**config.mk**
```make
export PLATFORM = sky130hd
export DESIGN_NAME = matrix_job_driver
export DESIGN_NICKNAME = d
export VERILOG_FILES = /design/src/rtl/matrix_pkg.sv /design/src/rtl/mjd_result_capture.sv /design/src/rtl/matrix_job_driver.sv
export SDC_FILE = /design/constraint.sdc
export NUM_CORES = 1
export LEC_CHECK = 0
export ABC_AREA = 1
export BUFFER_PORTS_ARGS = -buffer_cell sky130_fd_sc_hd__buf_4
export CORE_MARGIN = 3
export CORE_UTILIZATION = 25
export DETAILED_ROUTE_END_ITERATION = 16
export PLACE_DENSITY = 0.48
export SLEW_MARGIN = 20
export SYNTH_ARGS = -nofsm -noshare
export SYNTH_HDL_FRONTEND = slang
export SYNTH_SLANG_ARGS = --single-unit
```
**constraint.sdc**
```tcl
create_clock -name clk -period 2.64 [get_ports clk]
set_input_delay 0.132 -clock clk [delete_from_list [all_inputs] [get_ports clk]]
set_output_delay 0.132 -clock clk [all_outputs]
set_load 0.03 [all_outputs]
```
**src/rtl/matrix_pkg.sv**
```systemverilog
// Shared definitions for the matrix job driver: opcodes, result status codes,
// FSM state encoding and per-opcode operand/result counts.
package matrix_pkg;

  localparam logic [7:0] OP_ADD   = 8'd0;
  localparam logic [7:0] OP_SUB   = 8'd1;
  localparam logic [7:0] OP_MUL   = 8'd2;
  localparam logic [7:0] OP_DET   = 8'd3;
  localparam logic [7:0] OP_TRANS = 8'd4;

  localparam logic [1:0] ST_OK      = 2'd0;
  localparam logic [1:0] ST_BADOP   = 2'd1;
  localparam logic [1:0] ST_TIMEOUT = 2'd2;
  localparam logic [1:0] ST_PROTO   = 2'd3;

  typedef enum logic [2:0] {
    S_IDLE,
    S_EN,
    S_OP,
    S_SEND,
    S_WAIT,
    S_RESP
  } mjd_state_t;

  // det and trans only use matrix A; the others stream both matrices
  function automatic logic [3:0] operand_count(input logic [7:0] op);
    return (op == OP_DET || op == OP_TRANS) ? 4'd4 : 4'd8;
  endfunction

  function automatic logic [2:0] result_count(input logic [7:0] op);
    return (op == OP_DET) ? 3'd1 : 3'd4;
  endfunction

endpackage

```
**src/rtl/mjd_result_capture.sv**
```systemverilog
// Result write capture for the matrix job driver: slot store, write index,
// address check and the WAIT-state timeout counter.
module mjd_result_capture
  import matrix_pkg::*;
#(
  parameter int DW      = 8,
  parameter int TIMEOUT = 64
) (
  input  logic            clk,
  input  logic            rst,
  input  logic            clear,
  input  logic            active,
  input  logic            is_det,
  input  logic            mp_write_en,
  input  logic [7:0]      mp_address,
  input  logic [DW-1:0]   mp_data_out,
  output logic [4*DW-1:0] slots_nx,
  output logic [2:0]      count_nx,
  output logic            err_nx,
  output logic            timeout
);

  localparam int CW = $clog2(TIMEOUT + 1);

  logic [4*DW-1:0] slots;
  logic [2:0]      wr_idx;
  logic            err;
  logic [CW-1:0]   cnt;
  logic            wr;
  logic [7:0]      exp_addr;

  assign wr      = active && mp_write_en;
  assign timeout = active && (cnt == CW'(TIMEOUT - 1));

  // next-state view includes a write landing this cycle, so a write that
  // coincides with done is already counted when the driver closes the job
  always_comb begin
    exp_addr = is_det ? 8'd255 : (8'd254 - {5'd0, wr_idx});
    slots_nx = slots;
    count_nx = wr_idx;
    err_nx   = err;
    if (wr) begin
      if (wr_idx < 3'd4) begin
        slots_nx[int'(wr_idx[1:0]) * DW +: DW] = mp_data_out;
      end
      if (mp_address != exp_addr || wr_idx >= 3'd4) begin
        err_nx = 1'b1;
      end
      if (wr_idx != 3'd5) begin
        count_nx = wr_idx + 3'd1;
      end
    end
  end

  always_ff @(posedge clk or negedge rst) begin
    if (!rst) begin
      slots  <= '0;
      wr_idx <= '0;
      err    <= 1'b0;
    end else if (clear) begin
      slots  <= '0;
      wr_idx <= '0;
      err    <= 1'b0;
    end else begin
      slots  <= slots_nx;
      wr_idx <= count_nx;
      err    <= err_nx;
    end
  end

  // counts cycles spent in WAIT; fires on the TIMEOUT-th cycle after the last operand
  always_ff @(posedge clk or negedge rst) begin
    if (!rst) begin
      cnt <= '0;
    end else if (!active) begin
      cnt <= '0;
    end else if (!timeout) begin
      cnt <= cnt + CW'(1);
    end
  end

endmodule

```
**src/rtl/matrix_job_driver.sv**
```systemverilog
// Host-side driver for the 2x2 matrix processor: accepts a job, plays it into
// the processor, gathers the result writes and hands back result plus status.
module matrix_job_driver
  import matrix_pkg::*;
#(
  parameter int DW      = 8,
  parameter int TIMEOUT = 64
) (
  input  logic            clk,
  input  logic            rst,
  input  logic            job_valid,
  output logic            job_ready,
  input  logic [7:0]      job_op,
  input  logic [8*DW-1:0] job_data,
  output logic            mp_en,
  output logic [DW-1:0]   mp_data,
  input  logic [DW-1:0]   mp_data_out,
  input  logic [7:0]      mp_address,
  input  logic            mp_write_en,
  input  logic            mp_done,
  output logic            res_valid,
  input  logic            res_ready,
  output logic [4*DW-1:0] res_data,
  output logic [2:0]      res_count,
  output logic [1:0]      res_status
);

  mjd_state_t state, state_nx;

  logic [7:0]      op_q;
  logic [8*DW-1:0] data_q;
  logic [2:0]      k, k_nx;
  logic            accept;
  logic [3:0]      last_k;

  logic            job_ready_nx, mp_en_nx, res_valid_nx;
  logic [DW-1:0]   mp_data_nx;
  logic [4*DW-1:0] res_data_nx;
  logic [2:0]      res_count_nx;
  logic [1:0]      res_status_nx;

  logic [4*DW-1:0] cap_slots;
  logic [2:0]      cap_count;
  logic            cap_err;
  logic            cap_timeout;

  mjd_result_capture #(.DW(DW), .TIMEOUT(TIMEOUT)) u_capture (
    .clk         (clk),
    .rst         (rst),
    .clear       (accept),
    .active      (state == S_WAIT),
    .is_det      (op_q == OP_DET),
    .mp_write_en (mp_write_en),
    .mp_address  (mp_address),
    .mp_data_out (mp_data_out),
    .slots_nx    (cap_slots),
    .count_nx    (cap_count),
    .err_nx      (cap_err),
    .timeout     (cap_timeout)
  );

  assign last_k = operand_count(op_q) - 4'd1;

  // outputs are computed from the next state and registered alongside it
  always_comb begin
    state_nx      = state;
    k_nx          = k;
    accept        = 1'b0;
    res_data_nx   = res_data;
    res_count_nx  = res_count;
    res_status_nx = res_status;
    mp_data_nx    = '0;

    case (state)
      S_IDLE: begin
        if (job_valid && job_ready) begin
          accept = 1'b1;
          if (job_op > OP_TRANS) begin
            state_nx      = S_RESP;
            res_data_nx   = '0;
            res_count_nx  = 3'd0;
            res_status_nx = ST_BADOP;
          end else begin
            state_nx = S_EN;
          end
        end
      end
      S_EN: state_nx = S_OP;
      S_OP: begin
        state_nx = S_SEND;
        k_nx     = 3'd0;
      end
      S_SEND: begin
        if ({1'b0, k} == last_k) state_nx = S_WAIT;
        else                     k_nx     = k + 3'd1;
      end
      S_WAIT: begin
        if (mp_done || cap_timeout) begin
          state_nx     = S_RESP;
          res_data_nx  = cap_slots;
          res_count_nx = (cap_count > 3'd4) ? 3'd4 : cap_count;
          if (!mp_done)                                        res_status_nx = ST_TIMEOUT;
          else if (cap_err || cap_count != result_count(op_q)) res_status_nx = ST_PROTO;
          else                                                 res_status_nx = ST_OK;
        end
      end
      S_RESP: begin
        if (res_ready) state_nx = S_IDLE;
      end
      default: state_nx = S_IDLE;
    endcase

    job_ready_nx = (state_nx == S_IDLE);
    mp_en_nx     = (state_nx == S_EN);
    res_valid_nx = (state_nx == S_RESP);
    if (state_nx == S_OP)   mp_data_nx = DW'(op_q);
    if (state_nx == S_SEND) mp_data_nx = data_q[int'(k_nx) * DW +: DW];
  end

  always_ff @(posedge clk or negedge rst) begin
    if (!rst) begin
      state      <= S_IDLE;
      k          <= '0;
      op_q       <= '0;
      data_q     <= '0;
      job_ready  <= 1'b1;
      mp_en      <= 1'b0;
      mp_data    <= '0;
      res_valid  <= 1'b0;
      res_data   <= '0;
      res_count  <= '0;
      res_status <= ST_OK;
    end else begin
      state      <= state_nx;
      k          <= k_nx;
      job_ready  <= job_ready_nx;
      mp_en      <= mp_en_nx;
      mp_data    <= mp_data_nx;
      res_valid  <= res_valid_nx;
      res_data   <= res_data_nx;
      res_count  <= res_count_nx;
      res_status <= res_status_nx;
      if (accept) begin
        op_q   <= job_op;
        data_q <= job_data;
      end
    end
  end

endmodule

```
; ---- After elaboration in Yosys (flattened, before gate mapping)
; Index checks and enable logic that the tools add are counted.
[word_totals]
out_inout_bits = 48
register_bits = 169
[op_classes]
muxes = 42
n_lt_le_gt_ge = 4
n_reduce_logical = 11
n_addsub = 6
shifts = 3
eq_ne = 20
[op_table]
columns = operator, n
row1 = 32-bit two-way mux, 6
row2 = 32-bit one-hot mux with 2 select lines, 1
row3 = 64-bit by 7-bit indexed part select with 8-bit output, 1
row4 = 3-bit two-way mux, 14
row5 = 5-bit negator with 33-bit output, 1
row6 = "8-bit by 33-bit variable shift with 32-bit output, first input constant", 1
row7 = 8-bit by 33-bit indexed part select with 32-bit output, 1
row8 = 32-bit bitwise mux, 1
row9 = 8-bit two-way mux, 3
row10 = 3-bit one-hot mux with 6 select lines, 1
row11 = 7-bit two-way mux, 2
row12 = "3-bit by 2-bit equality test with 1-bit output, second input constant", 4
row13 = 3-bit one-hot mux with 2 select lines, 2
row14 = 2-bit two-way mux, 5
row15 = "3-bit equality test, second input constant", 3
row16 = "8-bit by 2-bit equality test with 1-bit output, second input constant", 1
row17 = "8-bit by 3-bit equality test with 1-bit output, second input constant", 1
row18 = "8-bit by 3-bit > comparator with 1-bit output, second input constant", 1
row19 = "2-bit inequality test, second input constant", 4
row20 = 8-bit inequality test, 1
row21 = "7-bit by 1-bit adder with 7-bit output, second input constant", 1
row22 = "7-bit by 6-bit equality test with 1-bit output, second input constant", 1
row23 = "3-bit by 1-bit adder with 3-bit output, second input constant", 2
row24 = "3-bit by 1-bit equality test with 1-bit output, second input constant", 2
row25 = other kinds (16), 26

; ---- Logic depth before layout (Yosys ltp)
[depth]
ltp_word = 11
depth_mapped = 16

; ---- Modules after synthesis
; From an unflattened synthesis, not the netlist that was laid out.
[unflattened]
hier_cells = 918
hier_area_um2 = 8025.2
[by_module_without_submodules]
columns = module, cells_each, seq_area_each_um2, area_each_um2, n_inst
row1 = matrix_job_driver, 634, 3154.3, 5675.4, 1
row2 = mjd_result_capture, 284, 1076.0, 2349.8, 1

; ---- Worst setup path after synthesis
; Ideal clock, no wire load.
[synth_path]
kind = reg-to-reg
start = reg u_capture.wr_idx[0]
end = reg res_status[1]
period_less_slack_ps = 2065
path_slack_ps = 575
t_arrival_ps = 1945
stages_incl_launch_ff = 13
required_time_ps = 2520
path_buffers = 2
path_cell_list = dfrtp_1 > inv_1 > ha_1 > buf_2 > inv_1 > clkbuf_1 > nand2_1 > o21ai_0 > o21ai_1 > nor2_1 > nand3_1 > o21ai_1 > nand2_1
[synth_between]
elab_chain_cells = 11
word_cells_on_any_way = 17
classes_between = 2 x add/sub / 1 x order compare / 3 x eq/ne / 9 x mux / 2 x reduce/logical
[synth_lines]
columns = element, line
row1 = start: declaration, mjd_result_capture.sv:26  ; logic [2:0] wr_idx;
row2 = start signal: assignment, mjd_result_capture.sv:66  ; wr_idx <= count_nx;
row3 = 2-bit by 4-bit subtractor with 5-bit output, mjd_result_capture.sv:38  ; exp_addr = is_det ? 8'd255 : (8'd254 - {5'd0, wr_idx});
row4 = 8-bit two-way mux, mjd_result_capture.sv:38
row5 = 8-bit inequality test, mjd_result_capture.sv:46  ; if (mp_address != exp_addr || wr_idx >= 3'd4) begin
row6 = 1-bit logical OR, mjd_result_capture.sv:46
row7 = 1-bit two-way mux, mjd_result_capture.sv:46
row8 = 1-bit two-way mux, mjd_result_capture.sv:42  ; if (wr) begin
row9 = 1-bit logical OR (*), matrix_job_driver.sv:103  ; else if (cap_err || cap_count != result_count(op_q)) res_status_nx = ST_PROTO;
row10 = 2-bit two-way mux (*), matrix_job_driver.sv:103
row11 = 2-bit two-way mux (*), matrix_job_driver.sv:102  ; if (!mp_done) res_status_nx = ST_TIMEOUT;
row12 = 2-bit two-way mux (*), matrix_job_driver.sv:98  ; if (mp_done || cap_timeout) begin
row13 = 2-bit one-hot mux with 2 select lines (*), matrix_job_driver.sv:74  ; case (state)
row14 = end signal: assignment, matrix_job_driver.sv:142  ; res_status <= res_status_nx;
row15 = end: declaration, matrix_job_driver.sv:25  ; output logic [1:0] res_status
; Mark *: on every way between the ends. The rest lies on a longest branch, timed or not. The select of a mux whose other input is x is not followed.
; A chain may end at the register's enable or synchronous reset.

; ---- Worst setup path in the final report
[layout_path]
start = reg state[0]
end = reg res_status[1]
[layout_between]
elab_chain_cells = 9
word_cells_on_any_way = 18
classes_between = 5 x eq/ne / 6 x mux / 7 x reduce/logical
[layout_lines]
columns = element, line
row1 = start: declaration, matrix_job_driver.sv:28  ; mjd_state_t state, state_nx;
row2 = start signal: assignment, matrix_job_driver.sv:134  ; state <= state_nx;
row3 = 3-bit equality test, "matrix_job_driver.sv:51, matrix_job_driver.sv:74"
row4 = 1-bit logical AND, mjd_result_capture.sv:32  ; assign wr = active && mp_write_en;
row5 = 3-bit two-way mux, mjd_result_capture.sv:42
row6 = 3-bit inequality test, matrix_job_driver.sv:103
row7 = 1-bit logical OR, matrix_job_driver.sv:103
row8 = 2-bit two-way mux, matrix_job_driver.sv:103
row9 = 2-bit two-way mux, matrix_job_driver.sv:102
row10 = 2-bit two-way mux, matrix_job_driver.sv:98
row11 = 2-bit one-hot mux with 2 select lines, matrix_job_driver.sv:74
; Several ways; a longest one is shown, not always the timed one. The select of a mux whose other input is x is not followed.

==> key figures <==
Clock tree
  • CTS Buf Count: 17
  • CTS root buf: clkbuf_16
  • Skew-Pair Late Insertion Delay: 440 ps
  • Max Buffers Root-to-Sink: 2
  • H-tree depth: 4
  • CTS clk-pin slew, worst paths: 80 ps
  • Clock sink count: 169
  • TritonCTS clock tree: yes
  • Setup Fix Bufs, Post-CTS: 0

Job
  • Max Cap Viol: 0

Critical path
  • Crit path capture type: flop
  • Startpoint Class: flop
  • CP delay by family, top: simple AND/OR/NAND/NOR gates
  • CP Buf/Inv Count: 2
  • Crit path cell chain: inv_2 -> nand2_1 -> nor2_4 -> nand2_4 -> buf_4 -> nor2_4 -> a22oi_1 -> nor2_1 -> o21ai_1 -> nor2_1 -> nand3_1 -> o21ai_1 -> nand2_1
  • CP max FO: 24
  • Critical path's slowest cell: dfrtp_1
  • Largest stage delay, worst path: 400 ps
  • WP data required: 2960 ps
  • Crit path kind: flop to flop
  • Critical Path AT: 2630 ps

Die
  • DIE AREA: 33700 µm²
  • Initial core utilization: 25.6%
  • Die Wd: 184 µm
  • I/O Pins: 142
  • Core box area: 30800 µm²
  • Std-Cell Rows: 64
  • Die Span Y: 184 µm

Synth
  • Top FF cell, synth: dfrtp_1
  • Fraction of registers with async set/reset: 100%
  • Sequential area share after synthesis: 53.6%
  • Cells after synthesis: 943
  • Synthesized area: 7890 µm²
  • Cell variety after synth: 37
  • Syn nets: 1045
  • Post-synth EDFFs: 0
  • Synth Register Bits: 169
  • Yosys warning total: 0
  • Mean Syn Cell Area: 8.36 µm²

Run status
  • Status: finished, final reports clean

Worst hold path
  • Hold/Removal Path Class: input pin to flop

Detailed routing
  • Via Count: 6960
  • TritonRoute pass-1 iters: 5
  • Residual DRC: 0
  • Wire per inst: 15.6 µm
  • Vias per cell: 4.47
  • Initial DRC count: 423
  • Remaining antenna violation count: 0
  • WL final: 24.3 mm

STA
  • Worst hold margin: 103 ps
  • Skew final: 10.8 ps
  • Worst slew pin tran: 624 ps
  • Max Fclk: 0.434 GHz
  • Final cycle utilization of the critical path: 87.3%
  • Final Hold Fails: 0
  • Final Max Slew Viols: 0
  • Unrepaired setup endpoints after global routing: false
  • # setup viols final: 0
  • Setup TNS: 0 ps
  • Slew HR: 58.3%
  • Fin crit period: 2310 ps

Final layout
  • Filler cell count: 3209
  • Diode count: 0
  • Layout cells sized above 1: 19.2%
  • Most common cell after layout, fill and taps aside: nand2_1
  • Area grow syn2layout: 36.5%
  • Most frequent cells in the layout: nand2_1 (204), dfrtp_1 (168), buf_4 (156)
  • Fin nets: 1250
  • Post-route design area: 10800 µm²
  • Final Non-Filler Cells: 1557

Global route
  • Vias in the first global route: 7128
  • GRT Util Overall: 14.9%
  • Grt ovf: 0
  • Initial antenna violation count: 0
  • First-pass GRT wire length: 39.4 mm
  • Largest net degree at the start of global routing: 91

Placement
  • DP Area: 9420 µm²
  • Buffers on Ports: 141
  • Placer Congestion: 0.781
  • HPWL Detailed: 17.1 mm
  • Cells after DPL: 1451

Pwr
  • P_leak: 0.00515 µW
  • PwrDens: 887 nW/µm²
  • Peak VDD IR: 0.416 mV
  • Total Power: 9540 µW
power by group:
group | total (µW) | internal, µW | switching, µW
sequential | 3450 | 3220 | 230
clock | 2590 | 1370 | 1220
combinational | 3500 | 1190 | 2310
routing by layer:
metal | track usage, % | share of wire, % | up-vias
met4 | 5.24 | 2.2 | 0
met2 | 22.2 | 44 | 143
met3 | 2.49 | 3.6 | 34
li1 | - | - | 3483
met5 | 0 | 0 | -
met1 | 21.7 | 50 | 3300
metrics by stage:
stage          utilization (%)  setup slack, ps
3_3_place_gp              30.5              300
6_report                  34.9              335
4_1_cts                   34.9              325
5_1_grt                   34.9             85.8
2_1_floorplan                -              575
3_5_place_dp              30.5              343
cell families after synthesis:
logic type / count (synthesis) / synth area share (%)
AO/OA/AOI/OAI: 176 / 12.2
XOR/XNOR: 2 / 0.317
adder cells (fa/ha/maj): 8 / 1.27
buffers and inverters: 180 / 9.23
flip-flops: 169 / 53.6
multiplexers: 3 / 0.428
AND/OR/NAND/NOR: 405 / 22.9
worst register-to-register path: stages, from the launching register on:
cell and delay, ps:
dfrtp_1 400, inv_2 60, nand2_1 130, nor2_4 250
nand2_4 90, buf_4 230, nor2_4 160, a22oi_1 140
nor2_1 220, o21ai_1 80, nor2_1 120, nand3_1 110
o21ai_1 140, nand2_1 60
layout make-up:
class	instances	area, µm²	share of cell area (%)
timing repair buffer	235	2000	18.6
multi-input combinational	594	2940	27.3
inverter	131	492	4.57
sequential	169	4230	39.3
clock buffer	18	429	3.99
tap	396	495	4.60
clock inverter	14	176	1.64
state kept, by name (all words and copies together), names as in the netlist, 2 cells and up:
signal	flops
state	3
k	3
op_q	8
res_status	2
res_count	3
u_capture.slots	32
mp_data	8
res_data	32
u_capture.cnt	7
data_q	64
u_capture.wr_idx	3
worst paths after layout:
check / to / slack [ps] / startpoint / cells past startpoint
max: res_status[1]$_DFFE_PN0P_ / 330 / state[0]$_DFF_PN0_ / 13
min: u_capture.slots[20]$_DFF_PN0_ / 100 / mp_data_out[4] / 5
max reg2reg: res_status[1]$_DFFE_PN0P_ / 330 / state[0]$_DFF_PN0_ / 13
min reg2reg: u_capture.cnt[5]$_DFFE_PN0P_ / 470 / u_capture.cnt[5]$_DFFE_PN0P_ / 1
max in group asynchronous: k[2]$_DFF_PN0_ / 1660 / rst / 3
min in group asynchronous: res_data[26]$_DFFE_PN0P_ / 230 / rst / 2
cell usage after synthesis (2+ instances only):
library cell | instances | share of area [%]
o21ai_1 | 8 | 0.51
clkbuf_1 | 26 | 1.2
nand3_1 | 73 | 4.6
buf_1 | 3 | 0.14
ha_1 | 8 | 1.3
nand2_4 | 2 | 0.29
mux2_2 | 3 | 0.43
nand2_1 | 204 | 9.7
clkinv_1 | 2 | 0.095
inv_2 | 8 | 0.38
nor2_2 | 2 | 0.16
dfrtp_1 | 168 | 53
o21ai_0 | 140 | 8.9
nor2_4 | 2 | 0.29
nand4_1 | 43 | 3.4
buf_6 | 4 | 0.57
nor2_1 | 65 | 3.1
a21oi_1 | 5 | 0.32
o41ai_1 | 15 | 1.7
buf_2 | 15 | 0.95
nand2_2 | 5 | 0.40
nand3_2 | 3 | 0.38
inv_1 | 121 | 5.8
nor3_1 | 5 | 0.32
timing repair:
item | CTS | global route
hold buffers | 74 | 0
hold endpoints to repair | 130 | 0
resized for setup | 0 | 0
(Power assumes the default switching activity.)
